$ cat src/rtl/vcc_lexer.sv
// vcc_lexer: streaming tokenizer for a C subset. Takes one source byte per
// beat and produces reserved / ident / num / eof tokens tagged with the byte
// offset of their first character.
// Handshake: a beat moves when in_valid & in_ready, a token moves when
// tok_valid & tok_ready; a held token keeps every tok_* field stable.
module vcc_lexer #(
    parameter int NUM_W  = 32,
    parameter int MAX_ID = 16,
    parameter int POS_W  = 16
) (
    input  logic                         clk,
    input  logic                         rst,
    input  logic                         in_valid,
    output logic                         in_ready,
    input  logic [7:0]                   in_char,
    input  logic                         in_eof,
    output logic                         tok_valid,
    input  logic                         tok_ready,
    output logic [1:0]                   tok_kind,
    output logic [4:0]                   tok_code,
    output logic [NUM_W-1:0]             tok_num,
    output logic [MAX_ID*8-1:0]          tok_text,
    output logic [$clog2(MAX_ID+1)-1:0]  tok_len,
    output logic [POS_W-1:0]             tok_pos,
    output logic                         err,
    output logic [1:0]                   err_code,
    output logic [POS_W-1:0]             err_pos
);

    localparam int LEN_W = $clog2(MAX_ID + 1);
    localparam int TXT_W = MAX_ID * 8;
    localparam logic [1:0] K_RSV = 2'd0;
    localparam logic [1:0] K_ID  = 2'd1;
    localparam logic [1:0] K_NUM = 2'd2;
    localparam logic [1:0] K_EOF = 2'd3;
    localparam logic [NUM_W+3:0] TEN = (NUM_W + 4)'(10);

    typedef enum logic [2:0] {S_IDLE, S_NUM, S_IDENT, S_OP2, S_EOFD, S_ERR} state_t;

    state_t             state_q, state_d;
    logic [POS_W-1:0]   pos_q, pos_d, start_q, start_d;
    logic [NUM_W-1:0]   num_q, num_d;
    logic [TXT_W-1:0]   text_q, text_d;
    logic [LEN_W-1:0]   len_q, len_d;
    logic [7:0]         hold_q, hold_d;
    logic               tok_valid_q, tok_valid_d;
    logic [1:0]         tok_kind_q, tok_kind_d;
    logic [4:0]         tok_code_q, tok_code_d;
    logic [NUM_W-1:0]   tok_num_q, tok_num_d;
    logic [TXT_W-1:0]   tok_text_q, tok_text_d;
    logic [LEN_W-1:0]   tok_len_q, tok_len_d;
    logic [POS_W-1:0]   tok_pos_q, tok_pos_d;
    logic               err_q, err_d;
    logic [1:0]         err_code_q, err_code_d;
    logic [POS_W-1:0]   err_pos_q, err_pos_d;

    logic               can_load, in_ready_c;
    logic               is_ws, is_dig, is_alpha, op1_hit, kw_hit;
    logic [4:0]         op1_code, kw_code;
    logic [NUM_W+3:0]   num_wide;
    logic               ld;
    logic [1:0]         ld_kind;
    logic [4:0]         ld_code;
    logic [NUM_W-1:0]   ld_num;
    logic [TXT_W-1:0]   ld_text;
    logic [LEN_W-1:0]   ld_len;
    logic [POS_W-1:0]   ld_pos;

    // The token register can take a new token if empty or draining this cycle.
    assign can_load = !tok_valid_q || tok_ready;

    // Character classes, running decimal value and single-char operator table.
    always_comb begin
        is_ws    = (in_char == 8'h20) || (in_char == 8'h09) || (in_char == 8'h0a) || (in_char == 8'h0d);
        is_dig   = (in_char >= "0") && (in_char <= "9");
        is_alpha = ((in_char >= "a") && (in_char <= "z")) || ((in_char >= "A") && (in_char <= "Z")) || (in_char == "_");
        num_wide = ({4'b0000, num_q} * TEN) + {{NUM_W{1'b0}}, in_char[3:0]};
        op1_hit  = 1'b1;
        op1_code = 5'd0;
        case (in_char)
            "+": op1_code = 5'd0;
            "-": op1_code = 5'd1;
            "*": op1_code = 5'd2;
            "/": op1_code = 5'd3;
            "(": op1_code = 5'd4;
            ")": op1_code = 5'd5;
            ";": op1_code = 5'd13;
            "{": op1_code = 5'd14;
            "}": op1_code = 5'd15;
            ",": op1_code = 5'd16;
            "[": op1_code = 5'd17;
            "]": op1_code = 5'd18;
            "&": op1_code = 5'd19;
            default: op1_hit = 1'b0;
        endcase
    end

    // Keyword lookup on the collected identifier (first char sits in the low byte).
    always_comb begin
        kw_hit  = 1'b1;
        kw_code = 5'd0;
        if      (len_q == LEN_W'(3) && text_q[23:0] == "tni")    kw_code = 5'd20;
        else if (len_q == LEN_W'(6) && text_q[47:0] == "nruter") kw_code = 5'd21;
        else if (len_q == LEN_W'(2) && text_q[15:0] == "fi")     kw_code = 5'd22;
        else if (len_q == LEN_W'(4) && text_q[31:0] == "esle")   kw_code = 5'd23;
        else if (len_q == LEN_W'(3) && text_q[23:0] == "rof")    kw_code = 5'd24;
        else if (len_q == LEN_W'(5) && text_q[39:0] == "elihw")  kw_code = 5'd25;
        else if (len_q == LEN_W'(6) && text_q[47:0] == "foezis") kw_code = 5'd26;
        else kw_hit = 1'b0;
    end

    // Lexer FSM next state, token load decision and token register next value.
    always_comb begin
        state_d    = state_q;
        pos_d      = pos_q;
        start_d    = start_q;
        num_d      = num_q;
        text_d     = text_q;
        len_d      = len_q;
        hold_d     = hold_q;
        err_d      = err_q;
        err_code_d = err_code_q;
        err_pos_d  = err_pos_q;
        in_ready_c = 1'b0;
        ld         = 1'b0;
        ld_kind    = K_RSV;
        ld_code    = 5'd0;
        ld_num     = '0;
        ld_text    = '0;
        ld_len     = '0;
        ld_pos     = pos_q;
        case (state_q)
            S_IDLE: begin
                in_ready_c = can_load;
                if (in_valid && can_load) begin
                    if (in_eof) begin
                        ld      = 1'b1;
                        ld_kind = K_EOF;
                        state_d = S_EOFD;
                    end else begin
                        pos_d   = pos_q + 1'b1;
                        start_d = pos_q;
                        if (is_ws) begin
                            state_d = S_IDLE;
                        end else if (is_dig) begin
                            num_d   = {{(NUM_W-4){1'b0}}, in_char[3:0]};
                            state_d = S_NUM;
                        end else if (is_alpha) begin
                            text_d  = {{(TXT_W-8){1'b0}}, in_char};
                            len_d   = LEN_W'(1);
                            state_d = S_IDENT;
                        end else if (in_char == "<" || in_char == ">" || in_char == "=" || in_char == "!") begin
                            hold_d  = in_char;
                            state_d = S_OP2;
                        end else if (op1_hit) begin
                            ld      = 1'b1;
                            ld_code = op1_code;
                        end else begin
                            err_d      = 1'b1;
                            err_code_d = 2'd1;
                            err_pos_d  = pos_q;
                            state_d    = S_ERR;
                        end
                    end
                end
            end
            S_NUM: begin
                in_ready_c = can_load && !in_eof && is_dig;
                if (in_valid && can_load) begin
                    if (!in_eof && is_dig) begin
                        pos_d = pos_q + 1'b1;
                        if (num_wide[NUM_W+3:NUM_W] != 4'd0) begin
                            err_d      = 1'b1;
                            err_code_d = 2'd2;
                            err_pos_d  = start_q;
                            state_d    = S_ERR;
                        end else begin
                            num_d = num_wide[NUM_W-1:0];
                        end
                    end else begin
                        // Terminator stays on the input for IDLE to reprocess.
                        ld      = 1'b1;
                        ld_kind = K_NUM;
                        ld_num  = num_q;
                        ld_pos  = start_q;
                        state_d = S_IDLE;
                    end
                end
            end
            S_IDENT: begin
                in_ready_c = can_load && !in_eof && (is_alpha || is_dig);
                if (in_valid && can_load) begin
                    if (!in_eof && (is_alpha || is_dig)) begin
                        pos_d = pos_q + 1'b1;
                        if (len_q == LEN_W'(MAX_ID)) begin
                            err_d      = 1'b1;
                            err_code_d = 2'd3;
                            err_pos_d  = start_q;
                            state_d    = S_ERR;
                        end else begin
                            for (int i = 0; i < MAX_ID; i++) begin
                                if (len_q == i[LEN_W-1:0]) text_d[i*8 +: 8] = in_char;
                            end
                            len_d = len_q + 1'b1;
                        end
                    end else begin
                        ld      = 1'b1;
                        ld_kind = kw_hit ? K_RSV : K_ID;
                        ld_code = kw_code;
                        ld_text = kw_hit ? '0 : text_q;
                        ld_len  = kw_hit ? '0 : len_q;
                        ld_pos  = start_q;
                        state_d = S_IDLE;
                    end
                end
            end
            S_OP2: begin
                in_ready_c = can_load && !in_eof && (in_char == "=");
                if (in_valid && can_load) begin
                    ld     = 1'b1;
                    ld_pos = start_q;
                    state_d = S_IDLE;
                    if (!in_eof && in_char == "=") begin
                        pos_d = pos_q + 1'b1;
                        case (hold_q)
                            "<":     ld_code = 5'd8;
                            ">":     ld_code = 5'd9;
                            "=":     ld_code = 5'd10;
                            default: ld_code = 5'd11;
                        endcase
                    end else if (hold_q == "!") begin
                        ld         = 1'b0;
                        err_d      = 1'b1;
                        err_code_d = 2'd1;
                        err_pos_d  = start_q;
                        state_d    = S_ERR;
                    end else begin
                        case (hold_q)
                            "<":     ld_code = 5'd6;
                            ">":     ld_code = 5'd7;
                            default: ld_code = 5'd12;
                        endcase
                    end
                end
            end
            default: in_ready_c = 1'b0;
        endcase
        tok_valid_d = tok_valid_q && !tok_ready;
        tok_kind_d  = tok_kind_q;
        tok_code_d  = tok_code_q;
        tok_num_d   = tok_num_q;
        tok_text_d  = tok_text_q;
        tok_len_d   = tok_len_q;
        tok_pos_d   = tok_pos_q;
        if (ld) begin
            tok_valid_d = 1'b1;
            tok_kind_d  = ld_kind;
            tok_code_d  = ld_code;
            tok_num_d   = ld_num;
            tok_text_d  = ld_text;
            tok_len_d   = ld_len;
            tok_pos_d   = ld_pos;
        end
    end

    // State and output registers; reset drops any partial token.
    always_ff @(posedge clk) begin
        if (rst) begin
            state_q     <= S_IDLE;
            pos_q       <= '0;
            start_q     <= '0;
            num_q       <= '0;
            text_q      <= '0;
            len_q       <= '0;
            hold_q      <= '0;
            tok_valid_q <= 1'b0;
            tok_kind_q  <= '0;
            tok_code_q  <= '0;
            tok_num_q   <= '0;
            tok_text_q  <= '0;
            tok_len_q   <= '0;
            tok_pos_q   <= '0;
            err_q       <= 1'b0;
            err_code_q  <= '0;
            err_pos_q   <= '0;
        end else begin
            state_q     <= state_d;
            pos_q       <= pos_d;
            start_q     <= start_d;
            num_q       <= num_d;
            text_q      <= text_d;
            len_q       <= len_d;
            hold_q      <= hold_d;
            tok_valid_q <= tok_valid_d;
            tok_kind_q  <= tok_kind_d;
            tok_code_q  <= tok_code_d;
            tok_num_q   <= tok_num_d;
            tok_text_q  <= tok_text_d;
            tok_len_q   <= tok_len_d;
            tok_pos_q   <= tok_pos_d;
            err_q       <= err_d;
            err_code_q  <= err_code_d;
            err_pos_q   <= err_pos_d;
        end
    end

    assign in_ready  = in_ready_c && !rst;
    assign tok_valid = tok_valid_q;
    assign tok_kind  = tok_kind_q;
    assign tok_code  = tok_code_q;
    assign tok_num   = tok_num_q;
    assign tok_text  = tok_text_q;
    assign tok_len   = tok_len_q;
    assign tok_pos   = tok_pos_q;
    assign err       = err_q;
    assign err_code  = err_code_q;
    assign err_pos   = err_pos_q;

endmodule

$ cat config.mk
export PLATFORM = sky130hd
export DESIGN_NAME = vcc_lexer
export DESIGN_NICKNAME = d
export VERILOG_FILES = /design/src/rtl/vcc_lexer.sv
export SDC_FILE = /design/constraint.sdc
export NUM_CORES = 1
export LEC_CHECK = 0
export BUFFER_PORTS_ARGS = -buffer_cell sky130_fd_sc_hd__buf_2
export CAP_MARGIN = 30
export CORE_MARGIN = 5
export CORE_UTILIZATION = 64
export CTS_CLUSTER_DIAMETER = 50
export CTS_CLUSTER_SIZE = 16
export DETAILED_ROUTE_END_ITERATION = 16
export PLACE_DENSITY = 0.88
export SYNTH_ARGS = -nofsm -noshare
export SYNTH_HDL_FRONTEND = slang
export SYNTH_SLANG_ARGS = --single-unit
$ cat constraint.sdc
create_clock -name clk -period 12.12 [get_ports clk]
set_clock_uncertainty 0.1 [all_clocks]
set_input_delay 1.818 -clock clk [delete_from_list [all_inputs] [get_ports clk]]
set_output_delay 1.818 -clock clk [all_outputs]
set_load 0.03 [all_outputs]
==> impl_results.rst <==
.. list-table::
   :header-rows: 1

   * - Metric
     - Value
   * - Maximum fanout along the worst path
     - 22
   * - Mapped cell area
     - 19,960 sq um
   * - Kind of end point of the critical path
     - output pin
   * - Most used flip-flop cell after synthesis
     - sky130_fd_sc_hd__dfxtp_1
   * - Setup TNS after final layout
     - 0 ns
   * - Critical path, cell by cell
     - buf_2 > or2_2 > or4_1 > a31oi_1 > a21oi_1 > nor3b_1 > a211oi_1 > buf_2
   * - Die width
     - 186.6 microns
   * - Number of hold-slack violations in the final timing report
     - 0
   * - Initial antenna violation count
     - 4
   * - Placed cell area
     - about 21,000 sq um
   * - Cell type with the largest total area after synthesis
     - sky130_fd_sc_hd__dfxtp_1
   * - Top cell by count, worst path
     - sky130_fd_sc_hd__buf_2
   * - Final period util
     - 0.4950
   * - Largest buffer count on any clock path
     - 3
   * - Area enclosed by the die boundary
     - 34,820 sq um
   * - Count of cells resized by post-cts repair
     - 0
   * - Max-slew violations
     - 0
   * - Clock tree root driver cell
     - sky130_fd_sc_hd__clkbuf_16
   * - Floorplan row count
     - 64
   * - Post-Synthesis Net Count
     - 2,427
   * - Lkg Pwr
     - 9.768 nW
   * - Number of max-cap violations
     - 0
   * - Power density over the cells
     - 144.4 nW/um^2
   * - Number of standard cells after synthesis
     - 2,343
   * - Tightest Pin Transition
     - about 1.1 ns
   * - Remaining max-slew budget at the tightest pin
     - 0.2728
   * - P&R area growth vs syn
     - 12.02%
   * - Post-route minimum period
     - 6.000 ns
   * - Half-perimeter wire length of the detailed placement result
     - 40,480 microns
   * - Cell with the largest stage delay on the worst path
     - sky130_fd_sc_hd__a31oi_1
   * - DR vias
     - 18,650
   * - I/O Pins
     - 222
   * - GRT Overall Usage
     - 0.3178
   * - Starting density of the core
     - 0.6508
   * - Final setup vio count
     - 0
   * - Die height
     - 186.6 microns
   * - Count of buffers added by post-CTS timing repair for setup
     - 0
   * - Setup repair after global routing missed its margin
     - no
   * - Detailed-routing iteration count for the pre-antenna-repair pass
     - 5
   * - Number of nets with antenna violations after detailed routing
     - 0
   * - Critical path data required time
     - 10.20 ns
   * - Count of buffers inserted at the top-level ports
     - 221
   * - Area of the multi-input gates
     - 10,790 sq um
   * - Total congestion overflow after global routing
     - 0
   * - Peak supply drop
     - between 0.1 and 0.15 mV
   * - Highest clock frequency the design can meet
     - about 170 MHz
   * - Proportion of synthesized chip area in sequential cells
     - 0.4172
   * - Post-synthesis async set-or-reset flop share
     - 0
   * - 1st-iter DRT viols
     - 2,029
   * - Core footprint
     - between 30,000 and 40,000 sq um
   * - Post-synthesis sequential element count
     - 416
   * - Kind of critical path
     - input port to output pin
   * - Distinct cell type count of the synthesized netlist
     - 89
   * - Gp weighted congestion
     - just under 1
   * - Clock latency on the worst-skew pair
     - roughly 0.56 ns
   * - Count of clock tree sinks
     - around 420
   * - Post-synthesis area per instance
     - 8.519 sq um
   * - NumNets Final
     - 2,518
   * - Number of flops mapped to enable cells by yosys
     - 0
   * - Count of synthesis-stage warnings from yosys
     - 0
   * - Sum of routed wire length over all layers
     - 59,420 microns
   * - Clock tree from TritonCTS
     - yes
   * - Share of post-route cells with drive strength above 1
     - 0.1440
   * - Number of hold-repair buffers added at the cts stage
     - 0
   * - Result of the run
     - finished, final reports clean
   * - Count of filler cells inserted in the layout
     - approximately 2,300
   * - Data arrival time of the worst path
     - 4.08 ns
   * - Top cells by area in the synthesized netlist
     - sky130_fd_sc_hd__dfxtp_1 42%, sky130_fd_sc_hd__nor2_1 7.6%, sky130_fd_sc_hd__a22oi_1 6.4%
   * - Storage element area
     - around 8300 sq um
   * - Post-DR wirelength/cell
     - approximately 21 microns
   * - Number of design rule violations left after detail routing
     - 0
   * - Clock transition at the registers of the reported paths
     - 0.07 ns
   * - Number of global-route vias before repair
     - 17,790
   * - Non-Filler Cell Area, Final
     - roughly 22,000 sq um
   * - Most numerous cell types in the synthesized netlist
     - 416 x sky130_fd_sc_hd__dfxtp_1, 405 x sky130_fd_sc_hd__nor2_1, 175 x sky130_fd_sc_hd__nand2_1
   * - Inserted Clock Buffers
     - 40
   * - Max H-tree Level
     - 2
   * - Startpoint class of the critical path
     - input port
   * - Maximum number of pins on one net before global-route repair
     - 117
   * - Share of the synthesized area in the top cell type
     - 0.4172
   * - Global-route wire length before repair
     - 94,320 microns
   * - DR vias/cell
     - 6.531
   * - Count leader, synth
     - sky130_fd_sc_hd__dfxtp_1
   * - Worst min-delay path class
     - register to register
   * - Worst path max stage delay
     - 0.42 ns
==> power by group <==
part	switching (mW)	internal [mW]	total [mW]	leakage (nW)
combinational	0.383	0.143	0.526	5.77
clock	0.581	0.674	1.25	0.644
sequential	0.0427	1.40	1.45	3.36
==> layer usage <==
layer | share of wire | GRT usage | up-vias
li1 | - | - | 8655
met1 | 0.40 | 0.4058 | 8912
met2 | 0.48 | 0.5365 | 888
met3 | 0.073 | 0.04839 | 191
met4 | 0.043 | 0.1376 | 6
met5 | 0.00067 | 0 | -
==> worst max-delay path: cells and delay by family <==
kind            cells  cell delay [ns]
buf+inv             2             0.46
compound gates      3             0.77
simple gates        3             1.03
==> flip-flops by register name (all words and copies together), names as in the netlist, 8 cells and up <==
| name | flops |
|---|---|
| hold_q | 8 |
| tok_text | 128 |
| err_pos | 16 |
| tok_num | 32 |
| tok_pos | 16 |
| text_q | 128 |
| num_q | 32 |
| pos_q | 16 |
| start_q | 16 |
==> layout by cell type (no fill, tap or decap), drive strengths merged, types with 14 or more instances in the layout <==
cell type and n:
a211oi 25, a21o 29, a21oi 84, a22oi 169, a31oi 18, and2 16
and3 28, buf 244, clkbuf 43, clkinv 14, dfxtp 416, ha 69
inv 36, mux2i 118, nand2 176, nand3 72, nand4 54, nor2 406
nor3 70, nor4 19, o2111ai 21, o211a 18, o211ai 14, o21ai 62
o311ai 25, or3 21, xnor2 32, xor2 24
==> through the flow <==
step	worst slack (ns)	power [mW]	hold WS (ns)	instances	util
6_report	6.120	3.228	0.3606	2856	0.7291
3_3_place_gp	5.796	1.972	0.3415	2783	0.6841
2_1_floorplan	6.446	1.850	0.3287	2343	-
5_1_grt	5.956	3.329	0.3832	2856	0.7291
4_1_cts	6.181	3.224	0.3592	2854	0.7285
3_5_place_dp	6.094	1.988	0.3503	2787	0.6856
==> logic make-up (layout without fill, tap and decap cells) <==
| logic type | count (synthesis) | in the layout | share of synthesized area |
|---|---|---|---|
| buffers and inverters | 225 | 341 | 0.04413 |
| AO/OA/AOI/OAI | 527 | 527 | 0.1928 |
| flip-flops | 416 | 416 | 0.4172 |
| multiplexers | 120 | 120 | 0.06030 |
| other | 0 | 1 | 0 |
| AND/OR/NAND/NOR | 928 | 928 | 0.2157 |
| adder cells (fa/ha/maj) | 71 | 71 | 0.04526 |
| XOR/XNOR | 56 | 56 | 0.02457 |
==> area by class of cell <==
type	count	area share
flip-flops and latches	416	0.3724
multi-input cells	1702	0.4826
well taps	396	0.02216
clock buffers	43	0.04527
repair buffers	245	0.05903
clock inverters	24	0.01354
diodes	1	0.0001119
inverters	29	0.004868
==> path summary, 6_finish.rpt <==
path	from	to	slack, ns	cells after the start
worst min register to register	start_q[0]	start_q[0]	0.36	2
worst max register to register	num_q[1]	err_pos[8]	6.30	14
worst max-delay path	in_char[1]	in_ready	6.12	8
worst min-delay path	start_q[0]	start_q[0]	0.36	2
No activity file was read; power rests on OpenSTA's default activity.
